### src/rtl/dmem_arbiter_if.sv
// Bundle of the core, debug and memory-side signals around the data-memory arbiter.
// The slave modport is the arbiter's view; the master modport is the view of whoever drives it.
interface dmem_arbiter_if #(
  parameter int ADDR_W = 32,
  parameter int DATA_W = 32
);
  logic              core_req;
  logic              core_we;
  logic [ADDR_W-1:0] core_addr;
  logic [1:0]        core_size;
  logic [DATA_W-1:0] core_wdata;
  logic              core_gnt;
  logic              core_stall;
  logic              core_rvalid;
  logic              core_err;

  logic              dbg_req;
  logic              dbg_we;
  logic [ADDR_W-1:0] dbg_addr;
  logic [1:0]        dbg_size;
  logic [DATA_W-1:0] dbg_wdata;
  logic              dbg_lock;
  logic              dbg_gnt;
  logic              dbg_rvalid;
  logic              dbg_err;

  logic [DATA_W-1:0] rdata;
  logic              mem_en;
  logic              mem_we;
  logic [ADDR_W-1:0] mem_addr;
  logic [1:0]        mem_size;
  logic [DATA_W-1:0] mem_wdata;
  logic [DATA_W-1:0] mem_rdata;

  modport slave (
    input  core_req, core_we, core_addr, core_size, core_wdata,
    input  dbg_req, dbg_we, dbg_addr, dbg_size, dbg_wdata, dbg_lock,
    input  mem_rdata,
    output core_gnt, core_stall, core_rvalid, core_err,
    output dbg_gnt, dbg_rvalid, dbg_err,
    output rdata, mem_en, mem_we, mem_addr, mem_size, mem_wdata
  );

  modport master (
    output core_req, core_we, core_addr, core_size, core_wdata,
    output dbg_req, dbg_we, dbg_addr, dbg_size, dbg_wdata, dbg_lock,
    output mem_rdata,
    input  core_gnt, core_stall, core_rvalid, core_err,
    input  dbg_gnt, dbg_rvalid, dbg_err,
    input  rdata, mem_en, mem_we, mem_addr, mem_size, mem_wdata
  );
endinterface

### src/rtl/dmem_arbiter.sv
// Shares the single-port data memory between the core load/store stage and the debug port:
// core priority, starvation-forced debug grants, and a debug lock mode.
module dmem_arbiter #(
  parameter int          ADDR_W     = 32,
  parameter int          DATA_W     = 32,
  parameter int unsigned STARVE_MAX = 4
) (
  input  logic            clk,
  input  logic            rst,
  dmem_arbiter_if.slave   bus
);
  typedef enum logic [1:0] {CORE_PRIO, DBG_FORCE, DBG_LOCK} state_e;

  localparam logic [3:0] STARVE_LIM = 4'(STARVE_MAX);

  state_e            state_q, state_d;
  logic [3:0]        starve_q, starve_d;
  logic              core_rvalid_q, dbg_rvalid_q, core_err_q, dbg_err_q;
  logic              core_gnt, dbg_gnt;
  logic              core_legal, dbg_legal, win_legal, win_we;
  logic [ADDR_W-1:0] win_addr;
  logic [1:0]        win_size;
  logic [DATA_W-1:0] win_wdata;
  logic              mem_en;

  // Size 11 is never legal; half needs addr[0]==0, word needs addr[1:0]==0.
  function automatic logic aligned(input logic [1:0] size, input logic [1:0] lsb);
    case (size)
      2'b00:   return 1'b1;
      2'b01:   return ~lsb[0];
      2'b10:   return lsb == 2'b00;
      default: return 1'b0;
    endcase
  endfunction

  // NOTE: every output of this block gets a default first, so no path can infer a latch.
  always_comb begin
    state_d  = state_q;
    starve_d = starve_q;
    core_gnt = 1'b0;
    dbg_gnt  = 1'b0;
    unique case (state_q)
      CORE_PRIO: begin
        core_gnt = bus.core_req;
        dbg_gnt  = bus.dbg_req & ~bus.core_req;
        starve_d = (bus.dbg_req & ~dbg_gnt) ? 4'(starve_q + 4'd1) : 4'd0;
        if (dbg_gnt & bus.dbg_lock)  state_d = DBG_LOCK;
        else if (starve_d >= STARVE_LIM) state_d = DBG_FORCE;
      end
      DBG_FORCE: begin
        dbg_gnt  = bus.dbg_req;
        starve_d = 4'd0;
        state_d  = (dbg_gnt & bus.dbg_lock) ? DBG_LOCK : CORE_PRIO;
      end
      DBG_LOCK: begin
        // Lock blocks the core even when debug is idle.
        dbg_gnt  = bus.dbg_req;
        starve_d = 4'd0;
        if (!bus.dbg_lock) state_d = CORE_PRIO;
      end
      default: begin
        state_d  = CORE_PRIO;
        starve_d = 4'd0;
      end
    endcase
  end

  assign core_legal = aligned(bus.core_size, bus.core_addr[1:0]);
  assign dbg_legal  = aligned(bus.dbg_size, bus.dbg_addr[1:0]);

  assign win_legal = dbg_gnt ? dbg_legal     : core_legal;
  assign win_we    = dbg_gnt ? bus.dbg_we    : bus.core_we;
  assign win_addr  = dbg_gnt ? bus.dbg_addr  : bus.core_addr;
  assign win_size  = dbg_gnt ? bus.dbg_size  : bus.core_size;
  assign win_wdata = dbg_gnt ? bus.dbg_wdata : bus.core_wdata;

  // Illegal accesses are granted to free the requester but never reach memory.
  assign mem_en        = (core_gnt | dbg_gnt) & win_legal;
  assign bus.mem_en    = mem_en;
  assign bus.mem_we    = mem_en & win_we;
  assign bus.mem_addr  = mem_en ? win_addr  : '0;
  assign bus.mem_size  = mem_en ? win_size  : '0;
  assign bus.mem_wdata = mem_en ? win_wdata : '0;

  assign bus.core_gnt    = core_gnt;
  assign bus.dbg_gnt     = dbg_gnt;
  assign bus.core_stall  = bus.core_req & ~core_gnt;
  assign bus.core_rvalid = core_rvalid_q;
  assign bus.dbg_rvalid  = dbg_rvalid_q;
  assign bus.core_err    = core_err_q;
  assign bus.dbg_err     = dbg_err_q;
  assign bus.rdata       = bus.mem_rdata;

  // NOTE: clocked state uses non-blocking assignments; reset is synchronous and active-low.
  always_ff @(posedge clk) begin
    if (!rst) begin
      state_q       <= CORE_PRIO;
      starve_q      <= 4'd0;
      core_rvalid_q <= 1'b0;
      dbg_rvalid_q  <= 1'b0;
      core_err_q    <= 1'b0;
      dbg_err_q     <= 1'b0;
    end else begin
      state_q       <= state_d;
      starve_q      <= starve_d;
      core_rvalid_q <= core_gnt & core_legal & ~bus.core_we;
      dbg_rvalid_q  <= dbg_gnt & dbg_legal & ~bus.dbg_we;
      core_err_q    <= core_gnt & ~core_legal;
      dbg_err_q     <= dbg_gnt & ~dbg_legal;
    end
  end
endmodule

### src/flat_wrapper.sv
// flat-port wrapper written by rule: the top's interface ports become plain ports
module dmem_arbiter_flat 
#(
  parameter int          ADDR_W     = 32,
  parameter int          DATA_W     = 32,
  parameter int unsigned STARVE_MAX = 4
)
  (clk, rst, bus_core_req, bus_core_we, bus_core_addr, bus_core_size, bus_core_wdata, bus_dbg_req, bus_dbg_we, bus_dbg_addr, bus_dbg_size, bus_dbg_wdata, bus_dbg_lock, bus_mem_rdata, bus_core_gnt, bus_core_stall, bus_core_rvalid, bus_core_err, bus_dbg_gnt, bus_dbg_rvalid, bus_dbg_err, bus_rdata, bus_mem_en, bus_mem_we, bus_mem_addr, bus_mem_size, bus_mem_wdata);
  dmem_arbiter_if #(.ADDR_W(ADDR_W), .DATA_W(DATA_W)) bus_i ();
  input  logic clk;
  input  logic rst;
  input wire logic [$bits(bus_i.core_req)-1:0] bus_core_req;
  input wire logic [$bits(bus_i.core_we)-1:0] bus_core_we;
  input wire logic [$bits(bus_i.core_addr)-1:0] bus_core_addr;
  input wire logic [$bits(bus_i.core_size)-1:0] bus_core_size;
  input wire logic [$bits(bus_i.core_wdata)-1:0] bus_core_wdata;
  input wire logic [$bits(bus_i.dbg_req)-1:0] bus_dbg_req;
  input wire logic [$bits(bus_i.dbg_we)-1:0] bus_dbg_we;
  input wire logic [$bits(bus_i.dbg_addr)-1:0] bus_dbg_addr;
  input wire logic [$bits(bus_i.dbg_size)-1:0] bus_dbg_size;
  input wire logic [$bits(bus_i.dbg_wdata)-1:0] bus_dbg_wdata;
  input wire logic [$bits(bus_i.dbg_lock)-1:0] bus_dbg_lock;
  input wire logic [$bits(bus_i.mem_rdata)-1:0] bus_mem_rdata;
  output wire logic [$bits(bus_i.core_gnt)-1:0] bus_core_gnt;
  output wire logic [$bits(bus_i.core_stall)-1:0] bus_core_stall;
  output wire logic [$bits(bus_i.core_rvalid)-1:0] bus_core_rvalid;
  output wire logic [$bits(bus_i.core_err)-1:0] bus_core_err;
  output wire logic [$bits(bus_i.dbg_gnt)-1:0] bus_dbg_gnt;
  output wire logic [$bits(bus_i.dbg_rvalid)-1:0] bus_dbg_rvalid;
  output wire logic [$bits(bus_i.dbg_err)-1:0] bus_dbg_err;
  output wire logic [$bits(bus_i.rdata)-1:0] bus_rdata;
  output wire logic [$bits(bus_i.mem_en)-1:0] bus_mem_en;
  output wire logic [$bits(bus_i.mem_we)-1:0] bus_mem_we;
  output wire logic [$bits(bus_i.mem_addr)-1:0] bus_mem_addr;
  output wire logic [$bits(bus_i.mem_size)-1:0] bus_mem_size;
  output wire logic [$bits(bus_i.mem_wdata)-1:0] bus_mem_wdata;
  assign bus_i.core_req = bus_core_req;
  assign bus_i.core_we = bus_core_we;
  assign bus_i.core_addr = bus_core_addr;
  assign bus_i.core_size = bus_core_size;
  assign bus_i.core_wdata = bus_core_wdata;
  assign bus_i.dbg_req = bus_dbg_req;
  assign bus_i.dbg_we = bus_dbg_we;
  assign bus_i.dbg_addr = bus_dbg_addr;
  assign bus_i.dbg_size = bus_dbg_size;
  assign bus_i.dbg_wdata = bus_dbg_wdata;
  assign bus_i.dbg_lock = bus_dbg_lock;
  assign bus_i.mem_rdata = bus_mem_rdata;
  assign bus_core_gnt = bus_i.core_gnt;
  assign bus_core_stall = bus_i.core_stall;
  assign bus_core_rvalid = bus_i.core_rvalid;
  assign bus_core_err = bus_i.core_err;
  assign bus_dbg_gnt = bus_i.dbg_gnt;
  assign bus_dbg_rvalid = bus_i.dbg_rvalid;
  assign bus_dbg_err = bus_i.dbg_err;
  assign bus_rdata = bus_i.rdata;
  assign bus_mem_en = bus_i.mem_en;
  assign bus_mem_we = bus_i.mem_we;
  assign bus_mem_addr = bus_i.mem_addr;
  assign bus_mem_size = bus_i.mem_size;
  assign bus_mem_wdata = bus_i.mem_wdata;
  dmem_arbiter #(.ADDR_W(ADDR_W), .DATA_W(DATA_W), .STARVE_MAX(STARVE_MAX)) u_core (.clk(clk), .rst(rst), .bus(bus_i));
endmodule
### config.mk
export PLATFORM = sky130hd
export DESIGN_NAME = dmem_arbiter_flat
export DESIGN_NICKNAME = d
export VERILOG_FILES = /design/src/rtl/dmem_arbiter_if.sv /design/src/rtl/dmem_arbiter.sv /design/src/flat_wrapper.sv
export SDC_FILE = /design/constraint.sdc
export NUM_CORES = 1
export LEC_CHECK = 0
export CAP_MARGIN = 20
export CORE_AREA = 2 2 109 111
export CTS_BUF_LIST = sky130_fd_sc_hd__clkbuf_2 sky130_fd_sc_hd__clkbuf_4 sky130_fd_sc_hd__clkbuf_8
export CTS_CLUSTER_DIAMETER = 100
export DETAILED_ROUTE_END_ITERATION = 10
export DIE_AREA = 0 0 111 113
export PLACE_DENSITY = 0.74
export SYNTH_ARGS = -nofsm -noshare
export SYNTH_HDL_FRONTEND = slang
export SYNTH_SLANG_ARGS = --single-unit
### constraint.sdc
create_clock -name clk -period 1.6 [get_ports clk]
set_clock_uncertainty 0.15 [all_clocks]
set_input_delay 0.16 -clock clk [delete_from_list [all_inputs] [get_ports clk]]
set_output_delay 0.16 -clock clk [all_outputs]
set_load 0.005 [all_outputs]
==> metrics.md <==
| Metric | Value |
|---|---|
| Fin. max-slew vios | `0` |
| Worst path arrival time | `1960 ps` |
| Vias in the first global route | `3302` |
| # DRC | `0` |
| Initial core utilization | `0.171` |
| Max cap viols | `0` |
| Share of the synthesized area in the top cell type | `0.182` |
| First-pass DRT Iterations | `4` |
| WP buf/inv | `6` |
| Drt first-iter violations | `88` |
| Area Overhead vs Synth | `158%` |
| Number of flops mapped to enable cells by yosys | `0` |
| Pwr Density | `554 mW/mm²` |
| Initial antenna violation count | `0` |
| Crit-path cells | `inv_2 -> ha_4 -> nor2b_4 -> o21ai_4 -> buf_6 -> buf_12 -> buf_16 -> buf_6 -> nand2_4 -> o21ai_2 -> buf_2` |
| Fmax | `between 400 and 500 MHz` |
| # rows | `39` |
| # IOs | `278` |
| Part of the cycle the worst path needs | `1.42` |
| Dpl ws | `-807 ps` |
| Cell taking the most area after synthesis | `nand3_1` |
| Gr ovfl total | `0` |
| CP max FO | `8` |
| Async set or reset register ratio after synthesis | `0` |
| Routability cong. | `between 0.8 and 0.9` |
| Die Ht | `113 µm` |
| Post-Syn Area | `0.00193 mm²` |
| Share of layout cells above drive strength 1 | `0.431` |
| Max H-tree Level | `1` |
| Status | `complete, but fails checks` |
| Syn Area/Cell | `about 6 µm²` |
| Top delay family on crit path | `buffers and inverters` |
| Top_reg_cell synth | `dfxtp_1` |
| Reg2Reg Launch Point | `u_core.state_q[0]` |
| Crit path launch type | `register` |
| Final Worst Setup Slack | `-666 ps` |
| Max_slew headroom | `0.766` |
| Syn Nets | `496` |
| Leakage dissipation | `2.17 nW` |
| Hold Startpoint | `bus_mem_rdata[4]` |
| CTS tree | `done` |
| Worst path required time | `1290 ps` |
| WHS Path Cells | `0` |
| Crit-path max cell delay | `between 300 and 400 ps` |
| Worst Hold Path EP | `bus_rdata[4]` |
| Synth unique cells | `30` |
| DRT antenna net count | `0` |
| Placed Instance Area | `around 0.0041 mm²` |
| Min-delay worst type | `input port to output port` |
| R2R setup slack | `-50 ps` |
| Clock sink total | `10` |
| Register area share after synthesis | `0.104` |
| Largest net degree at the start of global routing | `44` |
| Worst-Margin Slew | `349 ps` |
| CTS Buffer Depth | `2` |
| Synthesized instance count | `320` |
| IO buf count | `213` |
| Aggregate global-route resource usage | `0.176` |
| Hold_buf cts | `0` |
| Core Region | `0.0113 mm²` |
| Crit Path Class | `register to output port` |
| Die span in x | `between 100 and 150 µm` |
| RSZ-0062 raised after global routing | `true` |
| First-pass GRT wire length | `17.5 mm` |
| Routed WL per cell | `18.2 µm` |
| Vias per cell | `4.74` |
| Yosys reg bits | `10` |
| Final wirelength | `roughly 13 mm` |
| Ranking of synthesized cells by area | `nand3_1 (18%), nand2_1 (14%), buf_4 (14%), dfxtp_1 (10%), o21ai_0 (9.3%)` |
| Root buffer cell | `clkbuf_8` |
| Setup-failing EPs final | `72` |
| Crit Reg-Reg Endpoint | `u_core.bus.dbg_rvalid` |
| Clock Latency Late Sink | `about 240 ps` |
| Cell mode on critical path | `buf_6` |
| Die area | `0.0125 mm²` |
| CTS Buf Count | `3` |
| Final #Nets | `722` |
| Crit path max-delay cell type | `dfxtp_2` |
| CP Capture Type | `output port` |
| Fin crit period | `2270 ps` |
| Hold Vio Cnt, Final | `0` |
| Vias | `3261` |
| Total inserted antenna cells | `0` |
| Clock transition at path regs | `40 ps` |
| Worst VDD drop | `0.311 mV` |
| Failing checks | `negative setup slack` |
| Syn. warnings | `0` |
| Worst r2r path cells | `8` |
| Final non-filler cell area | `approximately 0.0050 mm²` |
| Dpl hpwl | `6.87 mm` |
==> worst register-to-register path, stage by stage, from the launching register on <==
cell and delay (ps):
dfxtp_2 330, ha_1 190, and2b_1 240, o21ai_4 100, buf_6 140, inv_8 80
buf_16 150, nand2_4 60, nor3b_2 140
==> metrics by stage <==
stage	util	total power, W	std cells	setup TNS [ps]	hold WS [ps]
4_1_cts	0.412	0.00260	684	-43290	170
3_3_place_gp	0.364	0.00174	642	-50330	170
5_1_grt	0.441	0.00292	688	-45860	170
6_report	0.441	0.00276	688	-40520	170
2_1_floorplan	-	0.000941	320	-300	79.5
3_5_place_dp	0.364	0.00176	642	-51970	170
==> how the worst max path moves through the flow <==
stage / startpoint / to / slack [ps] / depth (start not counted)
floorplan: u_core.state_q[1] / bus_mem_addr[10] / -20 / 8
global placement: bus_core_req / bus_mem_addr[0] / -800 / 7
detailed placement: bus_core_req / bus_mem_wdata[11] / -810 / 7
CTS: u_core.state_q[0] / bus_mem_wdata[26] / -730 / 11
global route: u_core.state_q[0] / bus_mem_addr[18] / -740 / 11
finish: u_core.state_q[0] / bus_mem_addr[18] / -670 / 11
==> flip-flops by register name, summed over array words and instances, names as in the netlist <==
register                cells
u_core.starve_q             4
u_core.bus.dbg_err          1
u_core.state_q              2
u_core.bus.core_rvalid      1
u_core.bus.dbg_rvalid       1
u_core.bus.core_err         1
==> synthesized netlist by cell type (2+ instances only) <==
cell type,instances
nand2_1,74
nand3_1,70
o21ai_0,36
buf_4,35
o21ai_1,28
buf_6,11
buf_2,10
dfxtp_1,10
nor2_1,7
ha_1,5
clkbuf_1,4
inv_1,4
o21ai_2,4
mux2i_1,2
nand3b_1,2
nor2b_1,2
o21a_1,2
o22ai_2,2
==> metal layers <==
layer | part of all wire | global-route usage
met2 | 0.52 | 0.331
met3 | 0.070 | 0.0252
met4 | 0.038 | 0.0733
met1 | 0.37 | 0.198
met5 | 0 | 0
==> power by group <==
part / internal (W) / leakage [nW] / total [W] / switching, W
Clock: 0.000217 / 0.0288 / 0.000321 / 0.000104
Combinational: 0.00121 / 2.06 / 0.00216 / 0.000957
Sequential: 0.000263 / 0.0821 / 0.000271 / 0.00000812
Total: 0.00169 / 2.17 / 0.00276 / 0.00107
==> cell usage in the layout, fill, tap and decap left out, types with 2 or more instances in the layout <==
cell type,synthesis,routed
o21ai_0,36,6
o21ai_1,28,44
buf_8,0,2
buf_4,35,25
buf_2,10,64
clkbuf_16,0,6
ha_1,5,2
clkdlybuf4s15_2,0,3
nand3b_1,2,2
nor2_1,7,7
dfxtp_2,0,2
dfxtp_1,10,8
o21a_1,2,2
clkdlybuf4s50_1,0,141
nand3_4,0,4
o22ai_4,0,2
inv_1,4,2
nand2_1,74,41
nand3_2,0,19
clkbuf_8,0,4
o21ai_2,4,18
ha_4,0,2
buf_6,11,15
inv_2,1,2
nand3_1,70,47
clkbuf_2,0,2
nand2_2,1,19
nand2_4,0,14
buf_12,0,14
buf_16,0,7
==> what timing repair did <==
| item | in CTS | in global routing |
|---|---|---|
| resized for setup | 348 | 105 |
| pin swaps | 18 | 36 |
| buffers inserted | 26 | 8 |
| endpoints found under the setup margin | 73 | 80 |
| gates cloned | 12 | 7 |
==> cell type report <==
| class | instances | area [µm²] |
|---|---|---|
| Clock buffer | 4 | 55.1 |
| Sequential cell | 10 | 203 |
| Multi-Input combinational cell | 245 | 1710 |
| Tap cell | 143 | 179 |
| Inverter | 5 | 26.3 |
| Fill cell | 1078 | 6300 |
| Timing Repair Buffer | 281 | 2810 |
==> logic make-up (layout without fill, tap and decap cells) <==
family	after synthesis	after routing	synth area share
AOI/OAI and AO/OA	76	76	0.226
xor gates and xnor gates	2	2	0.00908
adders and majority gates	5	5	0.0324
buffers and inverters	65	290	0.244
DFF	10	10	0.104
muxes	2	2	0.0104
and+or+nand+nor	160	160	0.374
Note: power is estimated with default switching activity, not from simulation.
